===== config.mk =====
export PLATFORM = sky130hd
export DESIGN_NAME = dhcp_vlg_client
export DESIGN_NICKNAME = d
export VERILOG_FILES = /design/src/rtl/dhcp_vlg_pkg.sv /design/src/rtl/dhcp_vlg_lease_timer.sv /design/src/rtl/dhcp_vlg_client.sv
export SDC_FILE = /design/constraint.sdc
export NUM_CORES = 1
export LEC_CHECK = 0
export BUFFER_PORTS_ARGS = -buffer_cell sky130_fd_sc_hd__buf_2
export CAP_MARGIN = 20
export CORE_ASPECT_RATIO = 1.4
export CORE_MARGIN = 2
export CORE_UTILIZATION = 40
export DETAILED_ROUTE_END_ITERATION = 10
export MAX_ROUTING_LAYER = met4
export PLACE_DENSITY = 0.65
export SYNTH_ARGS = -nofsm -noshare
export SYNTH_HDL_FRONTEND = slang
export SYNTH_SLANG_ARGS = --single-unit
export TNS_END_PERCENT = 5

===== constraint.sdc =====
create_clock -name clk -period 6 [get_ports clk]
set_clock_uncertainty 0.1 [all_clocks]
set_input_delay 0.6 -clock clk [delete_from_list [all_inputs] [get_ports clk]]
set_output_delay 0.6 -clock clk [all_outputs]
set_load 0.005 [all_outputs]

===== src/rtl/dhcp_vlg_pkg.sv =====
// Shared types and constants for the DHCP client FSM and its lease timer.
package dhcp_vlg_pkg;

  typedef enum logic [3:0] {
    StIdle,
    StDiscTx,
    StOfferWait,
    StReqTx,
    StAckWait,
    StBound,
    StRenewTx,
    StRenewWait,
    StFail
  } client_state_e;

  localparam logic [7:0] DHCP_MSG_TYPE_DISCOVER = 8'd1;
  localparam logic [7:0] DHCP_MSG_TYPE_OFFER    = 8'd2;
  localparam logic [7:0] DHCP_MSG_TYPE_REQUEST  = 8'd3;
  localparam logic [7:0] DHCP_MSG_TYPE_ACK      = 8'd5;
  localparam logic [7:0] DHCP_MSG_TYPE_NAK      = 8'd6;

  localparam logic [31:0] DHCP_LEASE_INFINITE = 32'hffff_ffff;
  localparam logic [31:0] DHCP_LEASE_MIN      = 32'd2;
  localparam logic [31:0] DHCP_BCAST_IP       = 32'hffff_ffff;

  // Very short leases would make T1 and expiry collapse onto the ACK cycle.
  function automatic logic [31:0] dhcp_lease_norm(input logic [31:0] lease);
    return (lease < DHCP_LEASE_MIN) ? DHCP_LEASE_MIN : lease;
  endfunction

endpackage


===== src/rtl/dhcp_vlg_lease_timer.sv =====
// Lease seconds counter (prescaled from clk) with T1/expiry flags, plus the
// per-phase reply timeout down-counter.
module dhcp_vlg_lease_timer
  import dhcp_vlg_pkg::*;
#(
  parameter int unsigned TicksPerSec  = 125000000,
  parameter logic [31:0] TimeoutTicks = 32'd500000000
) (
  input  logic        clk,
  input  logic        rst_n,
  input  logic        lease_clr_i,
  input  logic        lease_run_i,
  input  logic [31:0] lease_i,
  output logic        lease_half_o,
  output logic        lease_exp_o,
  input  logic        to_load_i,
  input  logic        to_run_i,
  output logic        to_exp_o
);

  localparam logic [31:0] PreMax = 32'(TicksPerSec - 1);

  logic [31:0] pre_q, pre_d;
  logic [31:0] sec_q, sec_d;
  logic [31:0] to_q, to_d;
  logic        infinite;

  assign infinite = (lease_i == DHCP_LEASE_INFINITE);

  always_comb begin
    pre_d = pre_q;
    sec_d = sec_q;
    if (lease_clr_i) begin
      pre_d = '0;
      sec_d = '0;
    end else if (lease_run_i) begin
      if (pre_q >= PreMax) begin
        pre_d = '0;
        // Saturate so a long-running counter never wraps back under the lease.
        if (sec_q != '1) sec_d = sec_q + 32'd1;
      end else begin
        pre_d = pre_q + 32'd1;
      end
    end
  end

  always_comb begin
    to_d = to_q;
    if (to_load_i) begin
      to_d = TimeoutTicks;
    end else if (to_run_i && (to_q != '0)) begin
      to_d = to_q - 32'd1;
    end
  end

  assign lease_half_o = !infinite && (sec_q == (lease_i >> 1));
  assign lease_exp_o  = !infinite && (sec_q >= lease_i);
  assign to_exp_o     = to_run_i && (to_q <= 32'd1);

  always_ff @(posedge clk or negedge rst_n) begin
    if (!rst_n) begin
      pre_q <= '0;
      sec_q <= '0;
      to_q  <= '0;
    end else begin
      pre_q <= pre_d;
      sec_q <= sec_d;
      to_q  <= to_d;
    end
  end

endmodule


===== src/rtl/dhcp_vlg_client.sv =====
// DHCP client: DISCOVER/OFFER/REQUEST/ACK with per-phase retries, lease
// tracking and T1 unicast renewal; drives the IPv4 address for the IP layer.
module dhcp_vlg_client
  import dhcp_vlg_pkg::*;
#(
  parameter logic [47:0] MAC_ADDR      = 48'h0,
  parameter logic [31:0] XID_SEED      = 32'hdeadface,
  parameter int unsigned TICKS_PER_SEC = 125000000,
  parameter int unsigned TIMEOUT_SEC   = 4,
  parameter int unsigned RETRIES       = 3,
  parameter bit          RENEW_EN      = 1'b1
) (
  input  logic        clk,
  input  logic        rst_n,
  input  logic        start,
  input  logic        rx_val,
  input  logic [7:0]  rx_msg_type,
  input  logic [31:0] rx_xid,
  input  logic [31:0] rx_yiaddr,
  input  logic [31:0] rx_srv_id,
  input  logic [31:0] rx_lease,
  input  logic [31:0] rx_subnet,
  input  logic [31:0] rx_router,
  output logic        tx_val,
  input  logic        tx_rdy,
  output logic [7:0]  tx_msg_type,
  output logic [31:0] tx_xid,
  output logic [31:0] tx_req_ip,
  output logic [31:0] tx_srv_id,
  output logic [31:0] tx_ciaddr,
  output logic [31:0] tx_dst_ip,
  output logic [47:0] tx_chaddr,
  output logic [31:0] ipv4_addr,
  output logic [31:0] subnet_mask,
  output logic [31:0] router_ip,
  output logic        ipv4_addr_val,
  output logic        ok,
  output logic        timeout
);

  localparam logic [31:0] TimeoutTicks = 32'(TIMEOUT_SEC * TICKS_PER_SEC);

  client_state_e state_q, state_d;
  logic [31:0]   xid_q, xid_d;
  logic [7:0]    retry_q, retry_d;
  logic [31:0]   offer_ip_q, offer_ip_d;
  logic [31:0]   srv_q, srv_d;
  logic [31:0]   addr_q, addr_d;
  logic [31:0]   mask_q, mask_d;
  logic [31:0]   router_q, router_d;
  logic [31:0]   lease_q, lease_d;
  logic          addr_val_q, addr_val_d;
  logic          ok_q, ok_d;
  logic          timeout_q, timeout_d;

  logic rx_ok, is_offer, is_ack, is_nak, retry_left;
  logic lease_clr, lease_half, lease_exp_raw, lease_exp;
  logic to_load, to_run, to_exp;

  assign rx_ok      = rx_val && (rx_xid == xid_q);
  assign is_offer   = (rx_msg_type == DHCP_MSG_TYPE_OFFER);
  assign is_ack     = (rx_msg_type == DHCP_MSG_TYPE_ACK);
  assign is_nak     = (rx_msg_type == DHCP_MSG_TYPE_NAK);
  assign retry_left = 32'(retry_q) < RETRIES;
  assign to_run     = state_q inside {StOfferWait, StAckWait, StRenewWait};
  assign lease_exp  = lease_exp_raw && addr_val_q;

  dhcp_vlg_lease_timer #(
    .TicksPerSec  (TICKS_PER_SEC),
    .TimeoutTicks (TimeoutTicks)
  ) u_timer (
    .clk          (clk),
    .rst_n        (rst_n),
    .lease_clr_i  (lease_clr),
    .lease_run_i  (addr_val_q),
    .lease_i      (lease_q),
    .lease_half_o (lease_half),
    .lease_exp_o  (lease_exp_raw),
    .to_load_i    (to_load),
    .to_run_i     (to_run),
    .to_exp_o     (to_exp)
  );

  // Transmit request fields; all zero outside the *_TX states.
  always_comb begin
    tx_val      = 1'b0;
    tx_msg_type = '0;
    tx_xid      = '0;
    tx_req_ip   = '0;
    tx_srv_id   = '0;
    tx_ciaddr   = '0;
    tx_dst_ip   = '0;
    tx_chaddr   = '0;
    unique case (state_q)
      StDiscTx: begin
        tx_val      = 1'b1;
        tx_msg_type = DHCP_MSG_TYPE_DISCOVER;
        tx_xid      = xid_q;
        tx_dst_ip   = DHCP_BCAST_IP;
        tx_chaddr   = MAC_ADDR;
      end
      StReqTx: begin
        tx_val      = 1'b1;
        tx_msg_type = DHCP_MSG_TYPE_REQUEST;
        tx_xid      = xid_q;
        tx_req_ip   = offer_ip_q;
        tx_srv_id   = srv_q;
        tx_dst_ip   = DHCP_BCAST_IP;
        tx_chaddr   = MAC_ADDR;
      end
      StRenewTx: begin
        tx_val      = 1'b1;
        tx_msg_type = DHCP_MSG_TYPE_REQUEST;
        tx_xid      = xid_q;
        tx_ciaddr   = addr_q;
        tx_dst_ip   = srv_q;
        tx_chaddr   = MAC_ADDR;
      end
      default: ;
    endcase
  end

  always_comb begin
    state_d    = state_q;
    xid_d      = xid_q;
    retry_d    = retry_q;
    offer_ip_d = offer_ip_q;
    srv_d      = srv_q;
    addr_d     = addr_q;
    mask_d     = mask_q;
    router_d   = router_q;
    lease_d    = lease_q;
    addr_val_d = addr_val_q && !lease_exp;
    ok_d       = 1'b0;
    timeout_d  = 1'b0;
    lease_clr  = 1'b0;
    to_load    = 1'b0;

    case (state_q)
      StIdle, StFail: begin
        if (start) begin
          state_d = StDiscTx;
          retry_d = '0;
          if (state_q == StFail) xid_d = xid_q + 32'd1;
        end
      end

      StDiscTx, StReqTx, StRenewTx: begin
        if ((state_q == StRenewTx) && lease_exp) begin
          state_d = StDiscTx;
          xid_d   = xid_q + 32'd1;
          retry_d = '0;
        end else if (tx_rdy) begin
          to_load = 1'b1;
          retry_d = retry_q + 8'd1;
          if (state_q == StDiscTx)     state_d = StOfferWait;
          else if (state_q == StReqTx) state_d = StAckWait;
          else                         state_d = StRenewWait;
        end
      end

      StOfferWait: begin
        if (rx_ok && is_offer) begin
          offer_ip_d = rx_yiaddr;
          srv_d      = rx_srv_id;
          retry_d    = '0;
          state_d    = StReqTx;
        end else if (to_exp) begin
          if (retry_left) begin
            state_d = StDiscTx;
          end else begin
            state_d    = StFail;
            timeout_d  = 1'b1;
            addr_val_d = 1'b0;
          end
        end
      end

      StAckWait, StRenewWait: begin
        if (rx_ok && is_ack) begin
          addr_d     = rx_yiaddr;
          mask_d     = rx_subnet;
          router_d   = rx_router;
          lease_d    = dhcp_lease_norm(rx_lease);
          // An ACK without option 54 keeps the server we already know.
          srv_d      = (rx_srv_id != '0) ? rx_srv_id : srv_q;
          addr_val_d = 1'b1;
          ok_d       = 1'b1;
          lease_clr  = 1'b1;
          retry_d    = '0;
          state_d    = StBound;
        end else if (rx_ok && is_nak) begin
          addr_val_d = 1'b0;
          xid_d      = xid_q + 32'd1;
          retry_d    = '0;
          state_d    = StDiscTx;
        end else if ((state_q == StRenewWait) && lease_exp) begin
          xid_d   = xid_q + 32'd1;
          retry_d = '0;
          state_d = StDiscTx;
        end else if (to_exp) begin
          if (retry_left) begin
            state_d = (state_q == StAckWait) ? StReqTx : StRenewTx;
          end else if (state_q == StRenewWait) begin
            // Renewal gave up: rediscover but keep the address until it expires.
            xid_d   = xid_q + 32'd1;
            retry_d = '0;
            state_d = StDiscTx;
          end else begin
            state_d    = StFail;
            timeout_d  = 1'b1;
            addr_val_d = 1'b0;
          end
        end
      end

      StBound: begin
        if (lease_exp) begin
          xid_d   = xid_q + 32'd1;
          retry_d = '0;
          state_d = StDiscTx;
        end else if (RENEW_EN && lease_half) begin
          xid_d   = xid_q + 32'd1;
          retry_d = '0;
          state_d = StRenewTx;
        end
      end

      default: state_d = StIdle;
    endcase
  end

  always_ff @(posedge clk or negedge rst_n) begin
    if (!rst_n) begin
      state_q    <= StIdle;
      xid_q      <= XID_SEED;
      retry_q    <= '0;
      offer_ip_q <= '0;
      srv_q      <= '0;
      addr_q     <= '0;
      mask_q     <= '0;
      router_q   <= '0;
      lease_q    <= '0;
      addr_val_q <= 1'b0;
      ok_q       <= 1'b0;
      timeout_q  <= 1'b0;
    end else begin
      state_q    <= state_d;
      xid_q      <= xid_d;
      retry_q    <= retry_d;
      offer_ip_q <= offer_ip_d;
      srv_q      <= srv_d;
      addr_q     <= addr_d;
      mask_q     <= mask_d;
      router_q   <= router_d;
      lease_q    <= lease_d;
      addr_val_q <= addr_val_d;
      ok_q       <= ok_d;
      timeout_q  <= timeout_d;
    end
  end

  assign ipv4_addr     = addr_q;
  assign subnet_mask   = mask_q;
  assign router_ip     = router_q;
  assign ipv4_addr_val = addr_val_q && !lease_exp;
  assign ok            = ok_q;
  assign timeout       = timeout_q;

endmodule


==> flow_summary_export.csv, run 1 <==
group,metric,value,unit
outcome,outcome,"completed",
final_layout,drive_gt1_share,26.8,%
power_and_ir_drop,power.share.combinational,23.9,%
global_routing,grt_pass1_wl,91.9,mm
logic_synthesis,yosys_warnings,0,
flow_run,cap_violations,0,
power_and_ir_drop,powerDensity,287,nW/um2
clock_network,cts_hold_buf,1,
worst_hold_path,hp-class,"input pin to register",
clock_network,cts.sinks,335,
worst_setup_path,startpoint,"state_q[2]",
sta,finalCritPeriodShare,71.9,%
detailed_routing,ant_nets,0,
sta,worst_pin_slew,1.05,ns
detailed_routing,wirelength,61.0,mm
place,dp_hpwl,45.5,mm
floorplanning,pin_count,521,
power_and_ir_drop,power.total,6.25,mW
logic_synthesis,synthAdderAreaFrac,2.64,%
logic_synthesis,synth_compound_area_share,7.84,%
worst_setup_path,cp.arrival,3.61,ns
detailed_routing,avgRoutedWirePerCell,20.3,um
place,port-buffer-count,466,
global_routing,grt_use_total,26.3,%
logic_synthesis,synth-main-ff-cell,"dfrtp_1",
clock_network,root_buffer,"clkbuf_16",
logic_synthesis,async_reset_ff_share,100,%
sta,max_freq,232,MHz
worst_setup_path,worstSetupPathType,"register to primary output",
worst_setup_path,cp-end-kind,"primary output",
worst_setup_path,start_kind,"register",
final_layout,fin_area,21800,um2
worst_setup_path,endpoint,"tx_xid[6]",
floorplanning,core_area,44200,um2
detailed_routing,dr.pass1.iters,5,
logic_synthesis,ys_seq_area_share,46.8,%
worst_setup_path,r2r_slack,1.76,ns
power_and_ir_drop,swShare,33.0,%
clock_network,cts_tree,"built",
clock_network,clk_pin_slew,0.06,ns
detailed_routing,drc,0,
clock_network,cts_post_setup_buffers_inserted,0,
logic_synthesis,synth_edf_count,0,
sta,finalSetupViolations,0,
logic_synthesis,synth_top_family_by_area,"simple AND/OR/NAND/NOR gates",
logic_synthesis,synth_xor_area_share,6.92,%
final_layout,layout.nets,2654,
power_and_ir_drop,p_int,4.19,mW
logic_synthesis,synth_area,18000,um2
clock_network,ctsLongestPathBuffers,3,
power_and_ir_drop,switchingPower,2.06,mW
worst_setup_path,rr_startpoint,"lease_q[13]",
global_routing,grt_pass1_vias,15900,
power_and_ir_drop,ir_worst_vdd,192,uV
detailed_routing,routed_via_density,5.39,
clock_network,numCtsBuffers,37,
sta,setup_tns,0,ns
sta,finalHoldViolCount,0,
sta,slew_viol_final,0,
place,dpl_cell_area,20600,um2
floorplanning,rows,91,
worst_setup_path,critPathMaxFanout,39,
detailed_routing,dr_total_vias,16200,
global_routing,antenna_found_initial,6,
logic_synthesis,ys_seq_elements,335,
logic_synthesis,synthMuxAreaShare,4.31,%
floorplanning,die_area,46700,um2
power_and_ir_drop,clock_power_share,36.2,%
worst_setup_path,rr_worst_depth,11,
global_routing,grt_max_degree,145,
place,preCtsSetupSlack,1.68,ns
sta,fin_crit,4.31,ns
floorplanning,die_h,255,um
clock_network,clock_latency,0.53,ns
global_routing,grt-ovfl-total,0,
sta,fin_ws,1.69,ns
floorplanning,die_x,183,um
clock_network,htree_levels,2,
worst_setup_path,cp.required,5.30,ns
final_layout,syn_to_final_growth,21.4,%
sta,rsz0062_at_grt,"no",
logic_synthesis,synth-simple-area-share,25.8,%
worst_setup_path,r2r-end,"xid_q[18]",
logic_synthesis,synth_cell_type_count,65,
clock_network,post_cts_resized,0,
logic_synthesis,syn_area_per_cell,9.05,um2
sta,relSlewSlack,29.5,%
power_and_ir_drop,seq_power_share,39.9,%
logic_synthesis,postSynthCellCount,1987,
floorplanning,initial_core_util,40.7,%
detailed_routing,drtIter0Drc,910,
place,routabilityCongestion,0.925,
power_and_ir_drop,power_leakage,12.0,nW
==> placed cells by master, fill, tap and decap left out, drive strengths merged, types with 54 or more instances in the layout <==
cell type,instances
dfrtp,313
nor2,123
o21ai,90
nand2,407
nand3,54
xor2,98
conb,54
buf,481
inv,67
and3,125
mux2,67
clkbuf,57
nor4,61
==> per-layer routing <==
layer / vias to the layer above / wire length [um] / global-route usage [%]
li1: 7524 / - / -
met1: 7913 / 24900 / 32.9
met2: 609 / 30200 / 43.1
met3: 126 / 3790 / 4.45
met4: 0 / 2070 / 9.26
met5: - / 0 / -
==> layout make-up <==
class / count / area [um2]
Antenna cell: 4 / 10.0
Tap cell: 558 / 698
Multi-Input combinational cell: 1489 / 8780
Clock buffer: 57 / 1110
Clock inverter: 7 / 66.3
Sequential cell: 335 / 8410
Timing Repair Buffer: 482 / 2490
Fill cell: 4273 / 22400
Inverter: 66 / 248
==> registers in the layout, indices dropped and copies added (netlist names) <==
signal and cells:
ipv4_addr 32, lease_q 32, offer_ip_q 32, router_ip 32, srv_q 32, subnet_mask 32
u_timer.pre_q 32, u_timer.sec_q 32, u_timer.to_q 32, xid_q 32, retry_q 8, state_q 4
addr_val_q 1, ok 1, timeout 1
==> synth_stat cells, types with 54 or more instances <==
cell type | instances | area share, %
nand2_1 | 407 | 8.5
dfrtp_1 | 313 | 44
and3_1 | 125 | 4.4
nor2_1 | 123 | 2.6
xor2_1 | 98 | 4.8
o21ai_0 | 88 | 2.5
clkbuf_1 | 82 | 1.7
mux2_2 | 67 | 4.2
inv_1 | 66 | 1.4
buf_4 | 54 | 2.3
nand3_1 | 54 | 1.5
nor4_1 | 54 | 1.9
==> kinds of logic after synthesis <==
kind of cell	after synthesis
DFF	335
adders and majority gates	38
muxes	69
AOI/OAI and AO/OA	234
buffers and inverters	216
and+or+nand+nor	952
xor gates and xnor gates	142
other	1
==> power groups by stage <==
stage          registers, mW  logic (mW)  clock network (mW)
3_5_place_dp            2.53        1.48                   0
2_1_floorplan           2.47       0.954                   0
5_1_grt                 2.51        1.65                2.42
3_3_place_gp            2.53        1.47                   0
6_report                2.50        1.49                2.26
4_1_cts                 2.49        1.49                2.32
==> stage by stage <==
stage / utilization, % / std cells / hold slack (ns)
6_report: 49.4 / 2998 / 0.160
5_1_grt: 49.4 / 2996 / 0.146
4_1_cts: 49.3 / 2993 / 0.133
3_5_place_dp: 46.7 / 2928 / 0.352
3_3_place_gp: 46.6 / 2927 / 0.346
2_1_floorplan: - / 2040 / 0.204
==> worst max-delay path, stage by stage (launching register included) <==
cell,delay (ns)
dfrtp_1,0.56
nor2b_2,0.24
buf_4,0.27
and2_2,0.25
nor2_1,0.69
inv_1,0.59
and2_1,0.34
buf_2,0.14
==> worst min path at each step <==
stage | depth (start not counted) | from | to
2_1_floorplan | 0 | rst_n | addr_val_q
3_3_place_gp | 2 | subnet_mask[30] | subnet_mask[30]
3_5_place_dp | 2 | router_ip[21] | router_ip[21]
4_1_cts | 3 | rx_router[29] | router_ip[29]
5_1_grt | 3 | rx_subnet[21] | subnet_mask[21]
6_report | 3 | rx_subnet[2] | subnet_mask[2]
(Power assumes the default switching activity.)
==> run 2, diff against run 1 <==
- PLACE_DENSITY: 0.65 -> 0.68
- clock period: 6 -> 3.9 ns (I/O delays scaled with it)
==> run 2 against run 1 <==
Effect of this change:
- power is 59% higher
- wire length is 3.2% higher
- sequential share of layout area is 2.8 points lower
- sequential cell count stayed put
- non-clock buffer count is 164 higher
- via count is 4.8% higher
- critical path depth is 1 lower
- sequential power is 53% higher
- hold slack worse by 0.14 ns
- first-iteration DRC count is 13% higher
- combinational power is 72% higher
- register-to-register slack worse by 1.5 ns
- largest cell class unchanged
- largest power group unchanged
==> flow_summary_export.csv, run 2 (synthesized netlist as in run 1, its figures left out) <==
group,metric,value,unit
global_routing,antenna_found_initial,3,
power_and_ir_drop,power_leakage,12.8,nW
floorplanning,die_x,183,um
final_layout,fin_util,53.2,%
final_layout,fin_cells,3158,
worst_hold_path,holdPathEnd,"lease_q[16]",
detailed_routing,ant_nets,0,
sta,max_freq,268,MHz
floorplanning,core_area,44200,um2
place,port-buffer-count,466,
detailed_routing,wirelength,62.9,mm
outcome,outcome,"completed",
sta,rsz0062_at_grt,"yes",
floorplanning,rows,91,
clock_network,clock_latency,0.54,ns
final_layout,antenna_cells,0,
worst_setup_path,worstPathCellList,"nor2b_2, and2_2, nor2_1, inv_1, and2_1, buf_2",
worst_hold_path,hp-class,"input pin to register",
final_layout,syn_to_final_growth,30.8,%
worst_setup_path,cpPeakStageDelay,0.65,ns
global_routing,grt_pass1_wl,95.4,mm
final_layout,layout.nets,2817,
worst_setup_path,r2r_slack,0.29,ns
detailed_routing,dr.pass1.iters,6,
global_routing,use_met1,33.2,%
worst_setup_path,cp.required,3.41,ns
floorplanning,initial_core_util,40.7,%
floorplanning,die_h,255,um
worst_hold_path,hold_depth,3,
clock_network,ctsLongestPathBuffers,3,
global_routing,grt_max_degree,102,
clock_network,root_buffer,"clkbuf_16",
power_and_ir_drop,power.total,9.97,mW
floorplanning,pin_count,521,
clock_network,cts.sinks,335,
sta,finalSetupViolations,0,
final_layout,drive_gt1_share,26.7,%
global_routing,grt_pass1_vias,17000,
power_and_ir_drop,ir_worst_vdd,345,uV
place,dp_hpwl,45.6,mm
worst_setup_path,worstSetupPathType,"register to primary output",
global_routing,gr-max-usage-layer,"met2",
detailed_routing,drc,0,
worst_setup_path,r2r-end,"xid_q[24]",
sta,setup_tns,0,ns
worst_setup_path,critPathTopFamily,"simple AND/OR/NAND/NOR gates",
worst_setup_path,rr_worst_depth,12,
clock_network,htree_levels,2,
clock_network,cts_post_setup_buffers_inserted,0,
sta,relSlewSlack,43.7,%
worst_setup_path,rr_startpoint,"lease_q[14]",
place,routabilityCongestion,0.981,
worst_setup_path,cp-end-kind,"primary output",
sta,slew_viol_final,0,
worst_setup_path,critPathMaxFanout,29,
worst_setup_path,cp.arrival,3.24,ns
sta,finalHoldViolCount,0,
global_routing,grt_use_total,27.0,%
global_routing,use_met2,44.7,%
detailed_routing,routed_via_density,5.37,
flow_run,cap_violations,0,
final_layout,final_cell_mix,"buf_2 (465), nand2_1 (406), dfrtp_1 (312), dlygate4sd3_1 (136), and3_1 (125)",
final_layout,final_common_cell,"buf_2",
global_routing,grt_util_met3,4.85,%
worst_setup_path,critical-path-slowest-cell,"nor2_1",
power_and_ir_drop,powerDensity,424,nW/um2
place,dp_cells,2958,
clock_network,numCtsBuffers,36,
floorplanning,die_area,46700,um2
sta,fin_crit,3.73,ns
worst_hold_path,hp-start,"rx_lease[16]",
sta,worst_pin_slew,0.841,ns
clock_network,cts_tree,"built",
sta,finalCritPeriodShare,95.6,%
place,dpl_cell_area,20900,um2
worst_setup_path,start_kind,"register",
global_routing,grt-ovfl-total,0,
worst_setup_path,critical_path_buf_inv_count,2,
clock_network,clk_pin_slew,0.06,ns
detailed_routing,drtIter0Drc,1031,
detailed_routing,dr_total_vias,16900,
detailed_routing,avgRoutedWirePerCell,19.9,um
final_layout,fin_area,23500,um2
## run 2: cell count changes in the layout (fill, tap and decap cells not counted), sizes merged
cell         previous run  this run
clkbuf                 57        46
clkinv                  4        11
clkinvlp                1         2
diode                   4         0
dlygate4sd3             1       136
bufinv                  1         4
buf                   481       510
## run 2: how the worst max path moves through the flow
| stage | startpoint | end | slack (ns) | cells past startpoint |
|---|---|---|---|---|
| detailed placement | lease_q[14] | xid_q[23] | 0.29 | 12 |
| global route | state_q[0] | tx_xid[20] | -0.07 | 5 |
| finish | state_q[1] | tx_xid[20] | 0.17 | 6 |
| global placement | lease_q[15] | xid_q[31] | 0.36 | 12 |
| floorplan | u_timer.sec_q[15] | retry_q[1] | 0.60 | 10 |
| CTS | state_q[1] | tx_xid[29] | 0.09 | 6 |
## run 2: what timing repair did
item	4_1_cts	5_1_grt
resized for setup	0	8
hold endpoints to repair	255	0
setup endpoints to repair	0	36
hold buffers	136	0
## run 2: final cells by class
| type | count | area [um2] |
|---|---|---|
| sequential | 335 | 8410 |
| timing repair buffer | 646 | 4110 |
| clock inverter | 18 | 218 |
| inverter | 66 | 248 |
| multi-input combinational | 1489 | 8820 |
| fill | 3903 | 20700 |
| clock buffer | 46 | 998 |
| tap | 558 | 698 |
## run 2: tightest hold or removal path: stages
cell,delay [ns]
buf_2,0.12
nand2_1,0.05
o21ai_0,0.06
## run 2: power by group
part | total [mW] | internal, mW | switching [mW]
clock | 3.58 | 2.09 | 1.49
combinational | 2.56 | 0.971 | 1.59
sequential | 3.83 | 3.62 | 0.207
## run 2: metrics by stage
stage	setup WS [ns]	hold WS [ns]
finish	0.171	0.0181
detailed placement	0.288	0.350
CTS	0.0938	0.0000289
global route	-0.0663	0.00226
global placement	0.357	0.346
floorplan	0.603	-0.00559
## run 2: routing by layer
layer  up-vias  share of wire [%]
met4         0                3.7
met3       128                7.1
li1       7849                  -
met5         -                  0
met1      8240                 40
met2       726                 49
